`src/rtl/key_scan_165.sv`:
```
// Scanner for a cascaded 74HC165 key chain: it loads the chain, shifts it in MSB first,
// and debounces the captured frame into a key map with per-key press pulses.
module key_scan_165 #(
    parameter int CLK_DIV  = 300,
    parameter int NBITS    = 16,
    parameter int DEBOUNCE = 4
) (
    input  logic             clk,
    input  logic             rst_n,
    input  logic             q7,
    output logic             pl,
    output logic             cp,
    output logic [NBITS-1:0] raw,
    output logic             frame_valid,
    output logic [NBITS-1:0] keys,
    output logic [NBITS-1:0] key_press
);

    localparam int CW = $clog2(CLK_DIV);
    localparam int BW = $clog2(NBITS);
    localparam logic [CW-1:0] CNT_LAST = CW'(CLK_DIV - 1);
    localparam logic [BW-1:0] BIT_LAST = BW'(NBITS - 1);
    localparam logic [3:0]    DEB      = 4'(DEBOUNCE);

    typedef enum logic [2:0] {IDLE, LOAD, LATCH, SAMPLE, CLOCK, DONE} state_t;

    state_t            state_q, state_d;
    logic [CW-1:0]     cnt_q, cnt_d;
    logic [BW-1:0]     bit_q, bit_d;
    logic [NBITS-1:0]  shift_q, shift_d;
    logic [NBITS-1:0]  raw_q, raw_d;
    logic [NBITS-1:0]  keys_q, keys_d;
    logic [NBITS-1:0]  kp_q, kp_d;
    logic [3:0]        stable_q, stable_d;
    logic              pl_q, pl_d;
    logic              cp_q, cp_d;
    logic              fv_q, fv_d;
    logic              tick;

    assign tick = (cnt_q == CNT_LAST);

    always_comb begin
        cnt_d    = tick ? '0 : cnt_q + 1'b1;
        state_d  = state_q;
        bit_d    = bit_q;
        shift_d  = shift_q;
        raw_d    = raw_q;
        keys_d   = keys_q;
        kp_d     = '0;
        stable_d = stable_q;
        fv_d     = 1'b0;
        if (tick) begin
            case (state_q)
                IDLE: begin
                    bit_d   = '0;
                    state_d = LOAD;
                end
                LOAD:  state_d = LATCH;
                LATCH: state_d = SAMPLE;
                SAMPLE: begin
                    // Sampled before cp rises, so the chain still presents this bit.
                    shift_d = {shift_q[NBITS-2:0], q7};
                    state_d = (bit_q == BIT_LAST) ? DONE : CLOCK;
                end
                CLOCK: begin
                    bit_d   = bit_q + 1'b1;
                    state_d = SAMPLE;
                end
                DONE: begin
                    raw_d = shift_q;
                    fv_d  = 1'b1;
                    if (shift_q != raw_q)
                        stable_d = 4'd1;
                    else if (stable_q != DEB)
                        stable_d = stable_q + 4'd1;
                    if (stable_d == DEB) begin
                        keys_d = ~shift_q;
                        kp_d   = ~shift_q & ~keys_q;
                    end
                    state_d = IDLE;
                end
                default: state_d = IDLE;
            endcase
        end
        // Strobes follow the registered state, so pl and cp change on the same edge as the FSM.
        pl_d = (state_d != LOAD);
        cp_d = (state_d == CLOCK);
    end

    always_ff @(posedge clk or negedge rst_n) begin
        if (!rst_n) begin
            state_q  <= IDLE;
            cnt_q    <= '0;
            bit_q    <= '0;
            shift_q  <= '1;
            raw_q    <= '1;
            keys_q   <= '0;
            kp_q     <= '0;
            stable_q <= '0;
            pl_q     <= 1'b1;
            cp_q     <= 1'b0;
            fv_q     <= 1'b0;
        end else begin
            state_q  <= state_d;
            cnt_q    <= cnt_d;
            bit_q    <= bit_d;
            shift_q  <= shift_d;
            raw_q    <= raw_d;
            keys_q   <= keys_d;
            kp_q     <= kp_d;
            stable_q <= stable_d;
            pl_q     <= pl_d;
            cp_q     <= cp_d;
            fv_q     <= fv_d;
        end
    end

    assign pl          = pl_q;
    assign cp          = cp_q;
    assign raw         = raw_q;
    assign frame_valid = fv_q;
    assign keys        = keys_q;
    assign key_press   = kp_q;

endmodule

```
`config.mk`:
```
export PLATFORM = sky130hd
export DESIGN_NAME = key_scan_165
export DESIGN_NICKNAME = d
export VERILOG_FILES = /design/src/rtl/key_scan_165.sv
export SDC_FILE = /design/constraint.sdc
export NUM_CORES = 1
export LEC_CHECK = 0
export CORE_MARGIN = 1.5
export CORE_UTILIZATION = 58
export DETAILED_ROUTE_END_ITERATION = 8
export PLACE_DENSITY = 0.84
export SLEW_MARGIN = 20
export SYNTH_ARGS = -nofsm -noshare
export SYNTH_HDL_FRONTEND = slang
export SYNTH_SLANG_ARGS = --single-unit
```
`constraint.sdc`:
```
create_clock -name clk -period 3.9 [get_ports clk]
set_input_delay 1.17 -clock clk [delete_from_list [all_inputs] [get_ports clk]]
set_output_delay 1.17 -clock clk [all_outputs]
set_load 0.05 [all_outputs]
```
==> After elaboration in Yosys (flattened, before gate mapping) <==
Cells that the tools add are included.
{ "totals": {"register_bits": 87, "inputBits": 3, "output_inout_bits": 51, "word_cells": 50} }
{ "op_classes": {"n_addsub": 3, "eq_ne": 12, "muxes": 14, "bitwise_logic": 3, "reduce_logical": 7} }
{ "op_table": {"columns": ["cell", "n"], "rows": [
  ["$mux W16", 3],
  ["$not A16 Y16", 2],
  ["$and A16 B16 Y16", 1],
  ["$mux W4", 4],
  ["$ne A16 B16 Y1", 1],
  ["$pmux W3 S4", 1],
  ["$add A9 B1 Y9 const B", 1],
  ["$eq A3 B3 Y1 const B", 3],
  ["$eq A9 B9 Y1 const B", 1],
  ["$mux W9", 1],
  ["$add A4 B1 Y4 const B", 2],
  ["$pmux W4 S2", 1],
  ["$eq A3 B2 Y1 const B", 2],
  ["$reduce_and A2 Y1", 3],
  ["$eq A4 B3 Y1 const B", 1],
  ["$eq A4 B4 Y1 const B", 1],
  ["$ne A4 B3 Y1 const B", 1],
  ["$eq A3 B1 Y1 const B", 1],
  ["$logic_not A3 Y1", 1],
  ["$mux W1", 3],
  ["$mux W3", 1],
  ["$ne A3 B1 Y1 const B", 1],
  ["$reduce_and A3 Y1", 1],
  ["$reduce_bool A2 Y1", 1],
  ["$reduce_or A2 Y1", 1]
]} }

==> Logic depth before layout (Yosys ltp) <==
{ "logic_depth": {"depth_word": 9, "mapped_depth": 8} }

==> Least setup slack after synthesis <==
OpenSTA, ideal clock, no wires.
{ "synth_timing": {"path_kind": "register -> register", "start": "register raw_q[10] (netlist: raw[10])", "end": "register keys_q[10] (netlist: keys[10])", "setup_time_ns": 0.126, "arrival_ns": 2.224, "t_required_ns": 3.774, "path_slack_ns": 1.550, "path_stages_with_launch": 7, "path_buffers": 1, "path_cell_list": "dfstp_2 > xnor2_1 > nand4_1 > nor4_1 > o2111ai_2 > buf_4 > mux2i_1"} }
{ "synth_via": {"elab_chain_cells": 6} }
{ "synth_rtl": {"columns": ["item", "line_no", "text"], "rows": [
  ["start, declared", "31", "logic [NBITS-1:0] raw_q, raw_d;"],
  ["start signal, assigned", "108", "raw_q <= raw_d;"],
  ["$ne A16 B16 Y1", "72", "if (shift_q != raw_q)"],
  ["$mux W4", "72", null],
  ["$mux W4", "53", "case (state_q)"],
  ["$mux W4", "52", "if (tick) begin"],
  ["$eq A4 B3 Y1", "76", "if (stable_d == DEB) begin"],
  ["$reduce_and A3 Y1 (no source line)", null, null],
  ["end signal, assigned", "109", "keys_q <= keys_d;"],
  ["end, declared", "32", "logic [NBITS-1:0] keys_q, keys_d;"]
]} }
No other way between the ends. The select of a mux whose other input is x is not followed.
A chain may end at the register's enable or synchronous reset.

==> Final worst setup path <==
{ "layout_timing": {"start": "register raw_q[8] (netlist: raw[8])", "end": "output raw[8]"} }
{ "layout_rtl": {"columns": ["item", "line_no", "text"], "rows": [
  ["end, declared", "13", "output logic [NBITS-1:0] raw,"]
]} }
No word-level cell between the ends.

==> results.ini <==
[synth]
postSynthCellCount = 292
synth_edf_count = 0
synth.net_count = 299
syn_avg_cell_area_um2 = 12.8
synth_top_area_frac = 0.360
synth.top_cells.by_area = dfrtp_1 36%, dfstp_2 23%, mux2_2 10%
synthFlopType = dfrtp_1
async_flop_share = 1.00
syn_area_mm2 = 0.00375
synth-seq-area-share = 0.591
yosys_warnings = 0
synthDistinctLibCells = 40
synth_top_area_cell = dfrtp_1
ys_ff_latch = 87

[floorplanning]
ios = 54
die_h_um = 83.4
start_util = 0.594
die_area_mm2 = 0.00696
fp-row-count = 29
die_x_um = 83.4
core_mm2 = 0.00631

[final_layout]
antenna_cells = 0
fin_area_mm2 = 0.00457
fill_cells = 440
multi_input_area_mm2 = 0.00141
drive_gt1_frac = 0.285
syn2layout_area_growth_pct = 21.7
regArea_mm2 = 0.00222
fin_nets = 356
final_common_cell = dfrtp_1
layout_common_cells = 54 x dfrtp_1, 52 x clkdlybuf4s50_1, 34 x mux2_2
final_core_util = 0.723

[worst_setup_path]
critPathMaxFanout = 3
r2r_slack_ns = 1.03
reg2regPathDepth = 8
crit_required_ns = 2.73
crit_end = raw[8]
critPathBufInv = 1
cpMaxStageDelayCell = clkdlybuf4s50_1
cp-start-kind = register
critPathKind = reg2out
worstPathArrival_ns = 1.73
cp_num_cells = 1
regToRegEndpoint = keys[15]
crit_family = buffers and inverters
path_cells = clkdlybuf4s50_1
cp_slowest_stage_delay_ns = 0.82
end_kind = output port
critPathLaunch = raw[8]
timing.rr.start = cnt_q[4]

[routing]
drtPass1Iterations = 4
drc = 0
wire_per_inst_um = 15.4
final_antenna_net_count = 0
drt-total-wl_um = 6630
drt_iter0_drc = 124
vias = 2328
vias_per_cell = 5.40

[clocking]
cts_hold_buf = 0
post_cts_resize_count = 0
clock_path_buffers = 2
post_cts.repair.setup_buffers = 0
clk_pin_slew_ns = 0.09
h-tree-depth = 3
clkSinkCount = 87
clk_latency_ns = 0.35
cts_root_buffer = clkbuf_8
cts_tree = built
cts_inserted_buffers = 9

[timing]
post-route-period-util = 0.743
fin_skew_ns = 0.0140
setup_viol = 0
hold_ws_ns = 0.456
max_freq_mhz = 345
slew_viol_final = 0
tightestPinTransition_ns = 0.910
rsz0062_at_grt = false
finalHoldViolations = 0
final.min_clock_period_ns = 2.90
fin_setup_tns_ns = 0
slew-limit-headroom = 0.391

[placement]
postPlaceCellArea_mm2 = 0.00439
io_buffers = 53
dpl.hpwl_um = 4420
gp_congestion = 0.776

[grt]
grt_overflow = 0
grt_pass1_wl_um = 11200
grt.total_usage = 0.205
antenna_found_initial = 0
grt_pass1_vias = 2333
grt_max_degree = 88

[pwr]
finalPower_mw = 1.49
power_density_mw_per_mm2 = 326
max-vdd-ir-drop_mv = 0.240
static-leakage-power_nw = 2.11

[worst_hold_path]
hold_path.class = reg2reg

[flow_run]
drv_cap = 0

[run_status]
status = completed

[synth_stat cells (all sizes together), types with 4 or more instances]
cell type	n
nor3	19
nand3	9
buf	5
dfrtp	54
dfstp	33
xor2	4
inv	21
mux2i	17
a21oi	4
nor2	11
o21ai	9
mux2	35
xnor2	19
clkbuf	7
a22o	4
ha	4
nand4	6
nand2	10
[through the flow]
step	cells	worst slack, ns
3_5_place_dp	415	1.03
5_1_grt	431	0.862
3_3_place_gp	413	1.00
4_1_cts	431	0.984
6_report	431	1.00
2_1_floorplan	292	1.55
[registers in the layout, summed over array words and instances, names as in the netlist]
| name | cells |
|---|---|
| bit_q | 4 |
| cnt_q | 9 |
| cp | 1 |
| frame_valid | 1 |
| key_press | 16 |
| keys | 16 |
| pl | 1 |
| raw | 16 |
| shift_q | 16 |
| stable_q | 4 |
| state_q | 3 |
[power breakdown]
group	leakage (nW)	total, mW	internal, mW	switching [mW]
combinational	0.946	0.0224	0.00381	0.0186
sequential	1.08	0.905	0.904	0.00123
clock	0.0853	0.559	0.248	0.311
total	2.11	1.49	1.16	0.331
[routing by layer]
layer	up-vias	track usage	routed length, µm
li1	1120	-	-
met1	1153	0.284	3060
met2	43	0.312	3180
met3	12	0.0378	243
met4	0	0.107	140
met5	-	0	0
[logic make-up after synthesis]
family	share of synthesized area
muxes	0.150
xor gates and xnor gates	0.0537
AOI/OAI and AO/OA	0.0410
DFF	0.591
buffers and inverters	0.0350
adders and majority gates	0.0133
and+or+nand+nor	0.115
[layout make-up]
cell class / count / share of cell area
clock inverters: 5 / 0.00740
multi-input cells: 172 / 0.309
repair buffers: 58 / 0.128
inverters: 21 / 0.0173
well taps: 77 / 0.0211
flip-flops and latches: 87 / 0.486
clock buffers: 11 / 0.0310
[worst min-delay path by stage]
stage / start / end / slack (ns) / cells after the start
global placement: keys[12] / key_press[12] / 0.44 / 1
global route: keys[9] / key_press[9] / 0.47 / 1
finish: keys[15] / key_press[15] / 0.46 / 1
floorplan: cnt_q[0] / cnt_q[0] / 0.45 / 1
CTS: keys[15] / key_press[15] / 0.46 / 1
detailed placement: keys[8] / key_press[8] / 0.45 / 1
Note: power is estimated with default switching activity, not from simulation.
==> patch 1, RTL diff (same flow settings) <==
The parameter `CLK_DIV` goes from 300 to 600.
--- a/src/rtl/key_scan_165.sv
+++ b/src/rtl/key_scan_165.sv
@@ -3,3 +3,3 @@
 module key_scan_165 #(
-    parameter int CLK_DIV  = 300,
+    parameter int CLK_DIV  = 600,
     parameter int NBITS    = 16,
Check against the original RTL: same outputs for any inputs over 10 cycles, from zero or initial values and one cycle with rst_n low; that may be too few to reach the edited logic, so the function may still have changed.
==> patch 1 against the original RTL <==
Sequential power is 1% higher. Worst hold slack better by 0.0067 ns. Clock power is 26% higher. Sequential cell count is 1 higher. Highest routed layer unchanged. Global-route usage is 1.3 points higher. Final area is 0.99% higher. Area after synthesis is 0.97% higher. Non-clock buffer count is 3 lower. Wire length is 9.3% higher. Power is 9.9% higher. Worst setup slack worse by 0.0084 ns.
==> patch 1: results (changes against the original RTL) <==
outcome: "finished clean"
dr.pass1.iters: 5  # +1
tightest_slew_ns: 0.945  # +0.0350 ns
place.gp.congestion: 0.724  # -6.7%
drt_iter0_drc: 220  # +77%
hp-start: "keys[12]"
ys_top_cells_by_area: "dfrtp_1 36%, dfstp_2 23%, mux2_2 10%, xnor2_1 4.9%, mux2i_1 4.5%"
multi_input_area_share_pct: 30.5  # -0.41 points
cts_setup_buffers: 0  # unchanged
via_count: 2398  # +3.0%
clk_share_pct: 4.88  # +1.0 points
r2r-end: "shift_q[1]"
fin_skew_ns: 0.00890  # -0.00508 ns
seq_share_pct: 48.7  # +0.068 points
grt_max_degree: 89  # +1.1%
synthTopCellsByCount: "55 x dfrtp_1, 35 x mux2_2, 33 x dfstp_2, 21 x xnor2_1, 19 x inv_1"
drive_above_1_share_pct: 26.8  # -1.8 points
synth.distinct_cells: 37  # -7.5%
buffers: 55  # -5.2%
crit-reg2reg-launch: "cnt_q[1]"
synth.yosys.seq_area_share_pct: 59.2  # +0.094 points
inv_count: 19  # -9.5%
synth_nets: 298  # -0.33%
cp-endpoint: "raw[7]"
grt_usage_pct: 21.8  # +1.3 points
p_leak_nw: 2.12  # +0.46%
nets: 353  # -0.84%
hpwl_um: 4570  # +3.5%
rrSetupSlack_ns: 1.39  # +0.36 ns
whs_endpoint: "key_press[12]"
multi_input_comb_cells: 173  # +0.58%
vdd_drop_max_mv: 0.239  # -0.45%
reg2regPathDepth: 5  # -3
grt_pass1_wl_um: 12000  # +7.4%
avgRoutedWirePerCell_um: 16.9  # +10%
syn_area_per_cell_um2: 13.0  # +1.3%
dpl-instance-area_um2: 4350  # -0.74%
startpoint: "raw[7]"
## patch 1: layer usage
metal	vias to the layer above	global-route usage, %	part of all wire [%]
met5	-	0	0
met4	0	8.49	1.3
met3	9	4.55	4.1
met2	51	35.3	51
met1	1217	29.0	44
li1	1121	-	-
## patch 1: kinds of logic after synthesis
group           synth area share [%]
fa+ha+maj                       1.32
compound gates                  3.60
xor+xnor                        5.78
buf+inv                         3.60
simple gates                    11.6
flops                           59.2
mux                             14.9
## patch 1: through the flow
step	util (%)	worst slack, ns	power (mW)	hold WS, ns	cells
detailed placement	69.0	1.37	0.950	0.448	411
floorplan	-	1.81	0.930	0.448	291
finish	73.0	0.993	1.63	0.463	428
global route	73.0	0.928	1.69	0.485	428
global placement	69.0	1.37	0.949	0.446	411
CTS	72.5	0.968	1.65	0.463	427
## patch 1: report_power, final
group	internal, mW	switching (mW)
clock	0.366	0.336
combinational	0.00185	0.0165
sequential	0.914	0
total	1.28	0.352
==> patch 2, RTL diff (config.mk and constraints unchanged) <==
Without the edit above. Remove the register `kp_q`: a continuous assignment takes its place, so the output `key_press` follows one clock earlier.
--- a/src/rtl/key_scan_165.sv
+++ b/src/rtl/key_scan_165.sv
@@ -97,3 +97,2 @@
             keys_q   <= '0;
-            kp_q     <= '0;
             stable_q <= '0;
@@ -109,3 +108,2 @@
             keys_q   <= keys_d;
-            kp_q     <= kp_d;
             stable_q <= stable_d;
@@ -116,2 +114,4 @@
     end
+
+    assign kp_q = kp_d;
 
Check against the original RTL: same outputs for any inputs over 10 cycles, from zero or initial values and one cycle with rst_n low; that may be too few to reach the edited logic, so the function may still have changed.
==> patch 2 against the original RTL <==
Area after synthesis fell by 11%. Power fell by 4.2%. Worst setup slack got worse by 0.90 ns. Sequential cell count fell by 16. Cell count fell by 4.2%. Final area fell by 2.3%. Count of clock-buffer cells in the layout did not move. Core utilization rose by 8.2 points. Wire length rose by 1.0%. Clock power rose by 19%. Register-to-register slack improved by 0.40 ns. Critical path type unchanged. Largest power group unchanged.
==> patch 2: results (changes against the original RTL) <==
root_buffer: "clkbuf_8"
hold_class: "flop to flop"
avgRoutedWirePerCell_um: 16.2  # +5.4%
synthTopCellsByCount: "38 x dfrtp_1, 34 x mux2_2, 33 x dfstp_2, 21 x inv_1, 19 x xnor2_1"
antenna_left: 0  # unchanged
insertion_delay_ns: 0.35  # about the same
dr.pass1.iters: 4  # unchanged
grt_pass1_wl_um: 11200  # +0.56%
path_clk_slew_ns: 0.07  # -0.02 ns
fin_cells: 413  # -4.2%
outcome: "finished clean"
rrSetupSlack_ns: 1.43  # +0.40 ns
h-tree-depth: 3  # unchanged
async_flop_share_pct: 100  # unchanged
ys_top_cells_by_area: "dfrtp_1 28%, dfstp_2 26%, mux2_2 11%, mux2i_1 5.1%, xnor2_1 5.0%"
yosysWarnings: 0  # unchanged
holdWs_ns: 0.496  # +0.0395 ns
cp.arrival_ns: 2.63  # +0.90 ns
synth_cells: 276  # -5.5%
tightest_slew_ns: 0.808  # -0.102 ns
drc_errors: 0  # unchanged
grt_max_degree: 27  # -69%
synth.distinct_cells: 40  # unchanged
hpwl_um: 4490  # +1.7%
place.gp.congestion: 0.807  # +4.0%
grt_usage_pct: 23.7  # +3.2 points
p_switching_uw: 288  # -13%
placed_cells: 397  # -4.3%
grt_pass1_vias: 2296  # -1.6%
fin_skew_ns: 0.00916  # -0.00482 ns
cts_made_buffers: 9  # unchanged
cts_setup_buffers: 0  # unchanged
clock_path_buffers: 2  # unchanged
io_buffers: 53  # unchanged
drt_iter0_drc: 120  # -3.2%
nets: 343  # -3.7%
drive_above_1_share_pct: 37.5  # +9.0 points
p_leak_nw: 2.00  # -5.5%
diodes: 0  # unchanged
num-fill-cells: 318  # -28%
synth.yosys.seq_area_share_pct: 54.3  # -4.9 points
cp_max_fo: 10  # +7
antenna_found_initial: 0  # unchanged
vdd_drop_max_mv: 0.224  # -6.4%
viasPerCell: 5.49  # +1.6%
patch 2: logic make-up after synthesis:
group | synth area share (%)
fa+ha+maj | 1.49
compound gates | 4.59
simple gates | 12.9
xor+xnor | 6.01
mux | 16.8
flops | 54.3
buf+inv | 3.92
patch 2: repair_timing:
action,in CTS,in global routing
resized for setup,2,8
endpoints found under the setup margin,13,14
hold buffers,0,0
patch 2: layout make-up:
class	instances	share of cell area (%)
Clock inverter	5	1.79
Inverter	21	1.77
Sequential cell	71	40.7
Timing Repair Buffer	61	16.9
Clock buffer	11	3.39
Tap cell	72	2.02
Multi-Input combinational cell	172	33.4
patch 2: path summary, 6_finish.rpt:
path                            startpoint      endpoint  cells after the start
worst max-delay path              cnt_q[4]  key_press[3]                      7
worst min-delay path              cnt_q[0]      cnt_q[0]                      1
worst max register to register    cnt_q[4]    shift_q[8]                      5
worst min register to register    cnt_q[0]      cnt_q[0]                      1
max in group asynchronous            rst_n            pl                      2
min in group asynchronous            rst_n      keys[14]                      1
patch 2: stage by stage:
step | setup WS [ns] | cell area (um^2) | utilization [%] | TNS [ns]
3_5_place_dp | 0.321 | 4180 | 75.4 | 0
6_report | 0.0997 | 4460 | 80.5 | 0
5_1_grt | -0.0119 | 4460 | 80.5 | -0.0672
4_1_cts | 0.0145 | 4420 | 79.7 | 0
3_3_place_gp | 0.435 | 4180 | 75.4 | 0
2_1_floorplan | -0.0292 | 3380 | - | -0.422
patch 2: power groups by stage:
stage | combinational (mW) | sequential [mW] | clock (mW)
floorplan | 0.00231 | 0.752 | 0
global placement | 0.0212 | 0.752 | 0
detailed placement | 0.0217 | 0.752 | 0
CTS | 0.0216 | 0.740 | 0.676
global route | 0.0245 | 0.740 | 0.711
finish | 0.0206 | 0.740 | 0.664
patch 2: metal layers:
layer  vias up  track usage [%]  share of wire (%)
li1       1070                -                  -
met1      1119             30.1                 43
met2        64             39.1                 52
met3        14             5.98                3.9
met4         0             9.47                1.3
met5         -                0                  0
patch 2: worst max-delay path: stages (launching register included):
cell       delay, ns
dfrtp_1         0.44
or4b_4          0.61
nor3_4          0.21
nor3b_4         0.25
o2111ai_4       0.15
buf_4           0.25
nor3_2          0.20
buf_12          0.17
